==> config.mk <==
export PLATFORM = sky130hd
export DESIGN_NAME = imem_boot_loader_flat
export DESIGN_NICKNAME = d
export VERILOG_FILES = /design/src/rtl/imem_boot_loader_pkg.sv /design/src/rtl/imem_boot_loader_if.sv /design/src/rtl/imem_boot_loader_byte_packer.sv /design/src/rtl/imem_boot_loader.sv /design/src/flat_wrapper.sv
export SDC_FILE = /design/constraint.sdc
export NUM_CORES = 1
export LEC_CHECK = 0
export CAP_MARGIN = 20
export CORE_MARGIN = 2
export CORE_UTILIZATION = 40
export DETAILED_ROUTE_END_ITERATION = 12
export SLEW_MARGIN = 25
export SYNTH_ARGS = -nofsm -noshare
export SYNTH_HDL_FRONTEND = slang
export SYNTH_HIERARCHICAL = 1
export SYNTH_SLANG_ARGS = --single-unit
export TNS_END_PERCENT = 1
==> constraint.sdc <==
create_clock -name clk -period 2.9 [get_ports clk]
set_clock_uncertainty 0.2 [all_clocks]
set_input_delay 0.435 -clock clk [delete_from_list [all_inputs] [get_ports clk]]
set_output_delay 0.435 -clock clk [all_outputs]
set_load 0.02 [all_outputs]
==> src/rtl/imem_boot_loader_pkg.sv <==
// Shared types and constants for the instruction-memory boot loader.
// CHECK exists only when IMEM_BOOT_CHECKSUM_EN is defined.
package loader_pkg;

  localparam int unsigned HDR_BYTES      = 2;
  localparam int unsigned BYTES_PER_WORD = 4;

  typedef enum logic [2:0] {
    HDR_LO,
    HDR_HI,
    DATA,
`ifdef IMEM_BOOT_CHECKSUM_EN
    CHECK,
`endif
    DONE,
    ERROR
  } loader_state_e;

endpackage

==> src/rtl/imem_boot_loader_if.sv <==
// Byte-stream input and instruction-memory write port of the boot loader.
// master = host/memory side, slave = the loader itself.
interface imem_boot_loader_if #(
    parameter int unsigned ADDR_WIDTH = 8
) ();

    logic [7:0]            rx_data;
    logic                  rx_valid;
    logic                  rx_ready;
    logic                  imem_we;
    logic [ADDR_WIDTH-1:0] imem_addr;
    logic [31:0]           imem_wdata;

    modport master (
        output rx_data, rx_valid,
        input  rx_ready, imem_we, imem_addr, imem_wdata
    );

    modport slave (
        input  rx_data, rx_valid,
        output rx_ready, imem_we, imem_addr, imem_wdata
    );

endinterface

==> src/rtl/imem_boot_loader_byte_packer.sv <==
// Little-endian 4-byte word assembler; word_valid_o fires combinationally with
// the byte that completes a word, and word_o presents that completed word.
module byte_packer
    import loader_pkg::*;
(
    input  logic        clk_i,
    input  logic        reset_i,
    input  logic        byte_valid_i,
    input  logic [7:0]  byte_data_i,
    output logic        word_valid_o,
    output logic [31:0] word_o
);

    localparam int unsigned IdxW = $clog2(BYTES_PER_WORD);
    localparam logic [IdxW-1:0] LastIdx = IdxW'(BYTES_PER_WORD - 1);

    logic [IdxW-1:0] idx_q, idx_d;
    logic [23:0]     lo_q, lo_d;

    always_comb begin
        idx_d = idx_q;
        lo_d  = lo_q;
        if (byte_valid_i) begin
            idx_d = idx_q + 1'b1;
            // The final byte bypasses storage and goes straight onto word_o.
            if (idx_q != LastIdx) begin
                lo_d[{idx_q, 3'b000} +: 8] = byte_data_i;
            end
        end
    end

    assign word_valid_o = byte_valid_i && (idx_q == LastIdx);
    assign word_o       = {byte_data_i, lo_q};

    always_ff @(posedge clk_i) begin
        if (reset_i) begin
            idx_q <= '0;
            lo_q  <= '0;
        end else begin
            idx_q <= idx_d;
            lo_q  <= lo_d;
        end
    end

endmodule

==> src/rtl/imem_boot_loader.sv <==
// Boot loader: header + payload byte stream -> instruction-memory writes.
// Optional trailing checksum byte when IMEM_BOOT_CHECKSUM_EN is defined.
module imem_boot_loader
    import loader_pkg::*;
#(
    parameter int unsigned ADDR_WIDTH = 8
) (
    input  logic                clk,
    input  logic                reset,
    imem_boot_loader_if.slave   bus,
    output logic                done,
    output logic                error,
    output logic                core_reset
);

`ifdef IMEM_BOOT_CHECKSUM_EN
    localparam loader_state_e PostDataState = CHECK;
`else
    localparam loader_state_e PostDataState = DONE;
`endif

    loader_state_e         state_q, state_d;
    logic [15:0]           count_q, count_d;
    logic [ADDR_WIDTH:0]   word_cnt_q, word_cnt_d;
    logic                  we_q, we_d;
    logic [ADDR_WIDTH-1:0] addr_q, addr_d;
    logic [31:0]           wdata_q, wdata_d;
`ifdef IMEM_BOOT_CHECKSUM_EN
    logic [7:0]            sum_q, sum_d;
    logic [7:0]            chk_total;
`endif

    logic        accept;
    logic        word_valid;
    logic [31:0] word;
    logic [15:0] hdr_count;
    logic [15:0] word_next;

    assign accept    = bus.rx_valid && bus.rx_ready;
    assign hdr_count = {bus.rx_data, count_q[7:0]};
    assign word_next = 16'(word_cnt_q) + 16'd1;
`ifdef IMEM_BOOT_CHECKSUM_EN
    assign chk_total = sum_q + bus.rx_data;
`endif

    byte_packer u_packer (
        .clk_i        (clk),
        .reset_i      (reset),
        .byte_valid_i (accept && (state_q == DATA)),
        .byte_data_i  (bus.rx_data),
        .word_valid_o (word_valid),
        .word_o       (word)
    );

    always_comb begin
        state_d    = state_q;
        count_d    = count_q;
        word_cnt_d = word_cnt_q;
        we_d       = 1'b0;
        addr_d     = addr_q;
        wdata_d    = wdata_q;
`ifdef IMEM_BOOT_CHECKSUM_EN
        sum_d      = sum_q;
`endif
        unique case (state_q)
            HDR_LO: begin
                if (accept) begin
                    count_d[7:0] = bus.rx_data;
                    state_d      = HDR_HI;
                end
            end
            HDR_HI: begin
                if (accept) begin
                    count_d = hdr_count;
                    // Bounding N here is what keeps the word index from wrapping.
                    if (32'(hdr_count) > (32'd1 << ADDR_WIDTH)) begin
                        state_d = ERROR;
                    end else if (hdr_count == 16'd0) begin
                        state_d = PostDataState;
                    end else begin
                        state_d = DATA;
                    end
                end
            end
            DATA: begin
                if (accept) begin
`ifdef IMEM_BOOT_CHECKSUM_EN
                    sum_d = sum_q + bus.rx_data;
`endif
                    if (word_valid) begin
                        we_d       = 1'b1;
                        addr_d     = word_cnt_q[ADDR_WIDTH-1:0];
                        wdata_d    = word;
                        word_cnt_d = word_cnt_q + 1'b1;
                        if (word_next == count_q) begin
                            state_d = PostDataState;
                        end
                    end
                end
            end
`ifdef IMEM_BOOT_CHECKSUM_EN
            CHECK: begin
                if (accept) begin
                    state_d = (chk_total == 8'd0) ? DONE : ERROR;
                end
            end
`endif
            DONE:    ;
            ERROR:   ;
            default: state_d = ERROR;
        endcase
    end

    always_ff @(posedge clk) begin
        if (reset) begin
            state_q    <= HDR_LO;
            count_q    <= '0;
            word_cnt_q <= '0;
            we_q       <= 1'b0;
            addr_q     <= '0;
            wdata_q    <= '0;
`ifdef IMEM_BOOT_CHECKSUM_EN
            sum_q      <= '0;
`endif
        end else begin
            state_q    <= state_d;
            count_q    <= count_d;
            word_cnt_q <= word_cnt_d;
            we_q       <= we_d;
            addr_q     <= addr_d;
            wdata_q    <= wdata_d;
`ifdef IMEM_BOOT_CHECKSUM_EN
            sum_q      <= sum_d;
`endif
        end
    end

    assign bus.rx_ready   = (state_q != DONE) && (state_q != ERROR);
    assign bus.imem_we    = we_q;
    assign bus.imem_addr  = addr_q;
    assign bus.imem_wdata = wdata_q;
    assign done           = (state_q == DONE);
    assign error          = (state_q == ERROR);
    assign core_reset     = reset || !done;

endmodule

==> src/flat_wrapper.sv <==
// flat-port wrapper written by rule: the top's interface ports become plain ports
module imem_boot_loader_flat import loader_pkg::*;
#(
    parameter int unsigned ADDR_WIDTH = 8
)
  (clk, reset, done, error, core_reset, bus_rx_data, bus_rx_valid, bus_rx_ready, bus_imem_we, bus_imem_addr, bus_imem_wdata);
  imem_boot_loader_if #(.ADDR_WIDTH(ADDR_WIDTH)) bus_i ();
  input  logic clk;
  input  logic reset;
  output logic done;
  output logic error;
  output logic core_reset;
  input wire logic [$bits(bus_i.rx_data)-1:0] bus_rx_data;
  input wire logic [$bits(bus_i.rx_valid)-1:0] bus_rx_valid;
  output wire logic [$bits(bus_i.rx_ready)-1:0] bus_rx_ready;
  output wire logic [$bits(bus_i.imem_we)-1:0] bus_imem_we;
  output wire logic [$bits(bus_i.imem_addr)-1:0] bus_imem_addr;
  output wire logic [$bits(bus_i.imem_wdata)-1:0] bus_imem_wdata;
  assign bus_i.rx_data = bus_rx_data;
  assign bus_i.rx_valid = bus_rx_valid;
  assign bus_rx_ready = bus_i.rx_ready;
  assign bus_imem_we = bus_i.imem_we;
  assign bus_imem_addr = bus_i.imem_addr;
  assign bus_imem_wdata = bus_i.imem_wdata;
  imem_boot_loader #(.ADDR_WIDTH(ADDR_WIDTH)) u_core (.clk(clk), .reset(reset), .bus(bus_i), .done(done), .error(error), .core_reset(core_reset));
endmodule
==> impl_metrics.ini <==
[outcome]
run_status = finished clean

[pwr]
irDropWorstVdd_uv = 215.1
power_density_nw_per_um2 = 489.1
total_leakage_power_nw = 1.653

[sta]
setup_tns_ns = 0
hold_slack_ns = 0.2550
max_freq_ghz = 0.3971
rsz_0062_raised_after_global_routing = false
final-setup-viol-count = 0
number_of_failing_hold_endpoints_at_the_final_stage = 0
timing.final.max_slew_violations = 0
timing_worst_slew_pin_value_ns = 0.4719
post-route-min-period_ns = 2.518
timing.max_slew.rel_slack = 0.6841
fin_crit_sh = 0.8683

[die]
start_util = 0.4123
boundaryPins = 56
placement_rows = 36
die_h_um = 104.4
floorplan.core_area_um2 = 9774
dieWidth_um = 104.4
die_area_um2 = 10890

[clock_tree]
clk_latency_ns = 0.37
cts.repair_timing.setup_buffer_count = 0
clock_tree.root_cell = clkbuf_8
worst_setup_hold_path_clk_slew_ns = 0.09
cts_tree = built
cts_buffers = 9
cts-root-to-sink-buffers = 2
clkSinkCount = 95
htree_num_levels = 3
ctsResizeCount = 0
hold_buffers = 0

[critical_path]
critPathLaunch = u_core/state_q[1]
reg2reg_from = u_core/word_cnt_q[1]
cp_data_required_time_ns = 2.27
critical-path-slowest-cell = clkdlybuf4s50_1
timing.critical_path.cells = nor2b_1 > and2_1 > clkdlybuf4s50_1
cp.arrival_ns = 1.88
setup.worst_path.class = reg2out
worstSetupEndpointType = output port
critPathMaxFanout = 10
crit_path_max_incr_delay_ns = 0.61
cp-start-kind = flip-flop

[global_route]
gr-usage-all-layers = 0.1776
grt_pass1_vias = 3092
globalRoute.totalOverflow = 0
grt_antenna_before_repair = 0
maximum_number_of_pins_on_one_net_before_global_route_repair = 84
grt_first_pass_wirelength_mm = 15.70

[routing]
route.antenna.remaining_nets = 0
viasPerCell = 5.071
initialDrtViolationCount = 160
post_drt_wl_per_cell_um = 14.33
routed_wl_mm = 9.484
first_pass_iters = 4
drcViolationCount = 0
vias = 3357

[place]
hpwlAfterDp_mm = 6.439
placement.io_buffers = 55
gp_routability_congestion = 0.8262

[run]
max_cap_violations = 0

[logic_synthesis]
post_synthesis_instance_total = 482
asyncSetResetFlopFracSynth = 0
synth-edff-count = 0
postSynthRegisterBits = 95
synthesis.nets = 499
synth_cell_types = 59
synth-seq-area-share = 0.4719
per_instance_average_area_after_synthesis_um2 = 8.361
ys.flop_type = dfxtp_1
syn_area_um2 = 4030
yosys_warning_total = 6

[final_layout]
final_layout_size_suffix_gt1_frac = 0.09263
final_cell_mix = nand2_1 (131), dfxtp_1 (95), a21oi_1 (71), clkdlybuf4s50_1 (54), nor2_1 (21)
nNetsFinal = 541
antenna_cell_count = 0
fin_util = 0.4990
areaGrowthSynthToFinish_pct = 21.02
most_common_library_cell_in_the_layout_ignoring_fill_and_taps = nand2_1

[min_path]
timing.hold.worst.start = u_core/bus.imem_addr[4]
min-delay-path-class = reg2reg
## metal layers
metal	global-route usage	share of wire	vias up
met2	0.2792	0.47	68
met4	0.06081	0.017	0
li1	-	-	1701
met1	0.2458	0.47	1576
met3	0.03008	0.049	12
met5	0	0	-
## registers in the layout, indices dropped and copies added (netlist names)
register,count
u_core/bus.imem_wdata,32
u_core/u_packer/lo_q,24
u_core/count_q,16
u_core/word_cnt_q,9
u_core/bus.imem_addr,8
u_core/state_q,3
u_core/u_packer/idx_q,2
u_core/bus.imem_we,1
## area by class of cell
| class | count | area, um^2 |
|---|---|---|
| Fill cell | 979 | 4897 |
| Timing Repair Buffer | 71 | 690.7 |
| Tap cell | 133 | 166.4 |
| Clock buffer | 12 | 155.1 |
| Inverter | 8 | 30.03 |
| Clock inverter | 4 | 52.55 |
| Sequential cell | 95 | 1902 |
| Multi-Input combinational cell | 339 | 1881 |
## cell families (layout without fill, tap and decap cells)
logic type | Yosys count | in the layout | synth area share
AO/OA/AOI/OAI | 107 | 107 | 0.1677
XOR/XNOR | 14 | 14 | 0.03043
adder cells (fa/ha/maj) | 6 | 6 | 0.01863
buffers and inverters | 48 | 95 | 0.06333
flip-flops | 95 | 95 | 0.4719
multiplexers | 1 | 1 | 0.002484
AND/OR/NAND/NOR | 211 | 211 | 0.2456
## worst max-delay path: cells and delay by family (launching register included)
family	cells	cell delay [ns]
simple gates	2	0.41
buf+inv	1	0.61
flops	1	0.51
## report_power, final
part	switching, mW	leakage (nW)	internal [mW]	total (mW)
sequential	0.0167	0.767	1.32	1.33
combinational	0.0824	0.779	0.0545	0.137
clock	0.465	0.107	0.450	0.915
total	0.564	1.65	1.82	2.39
## worst paths after layout
check	cells past startpoint	slack, ns	to
hold / removal	2	0.26	u_core/bus.imem_addr[4]
setup / recovery	3	0.38	done
hold reg to reg	2	0.26	u_core/bus.imem_addr[4]
setup reg to reg	7	0.45	u_core/state_q[0]
## stage by stage
step	worst slack [ns]	area [um^2]	power, mW	cells
6_report	0.3820	4877	2.386	662
5_1_grt	0.2445	4877	2.488	662
4_1_cts	0.3759	4877	2.410	662
3_5_place_dp	0.2391	4669	1.501	646
3_3_place_gp	0.3186	4669	1.500	646
2_1_floorplan	0.6884	4030	1.445	482
## synth_stat cells (2+ instances only)
library cell / n / area (um^2)
nor2_1: 22 / 82.58
and2_1: 2 / 12.51
nand2b_1: 2 / 12.51
nor3_1: 8 / 40.04
xnor2_1: 8 / 70.07
buf_4: 10 / 75.07
a32o_1: 2 / 20.02
buf_1: 4 / 15.01
buf_2: 7 / 35.03
clkbuf_8: 2 / 27.53
and4_1: 2 / 17.52
nand2_1: 131 / 491.7
clkbuf_1: 15 / 56.30
dfxtp_1: 95 / 1902
and3_1: 2 / 12.51
a31oi_1: 4 / 25.02
nor4_1: 3 / 18.77
nor2b_1: 2 / 12.51
nand3_1: 15 / 75.07
ha_1: 6 / 75.07
a21oi_2: 2 / 17.52
a22o_1: 14 / 122.6
a211oi_1: 3 / 22.52
nand3b_1: 3 / 22.52
nor4b_1: 2 / 17.52
xor2_1: 6 / 52.55
inv_1: 8 / 30.03
a21oi_1: 71 / 355.3
Power figures use the tool's default switching activity.
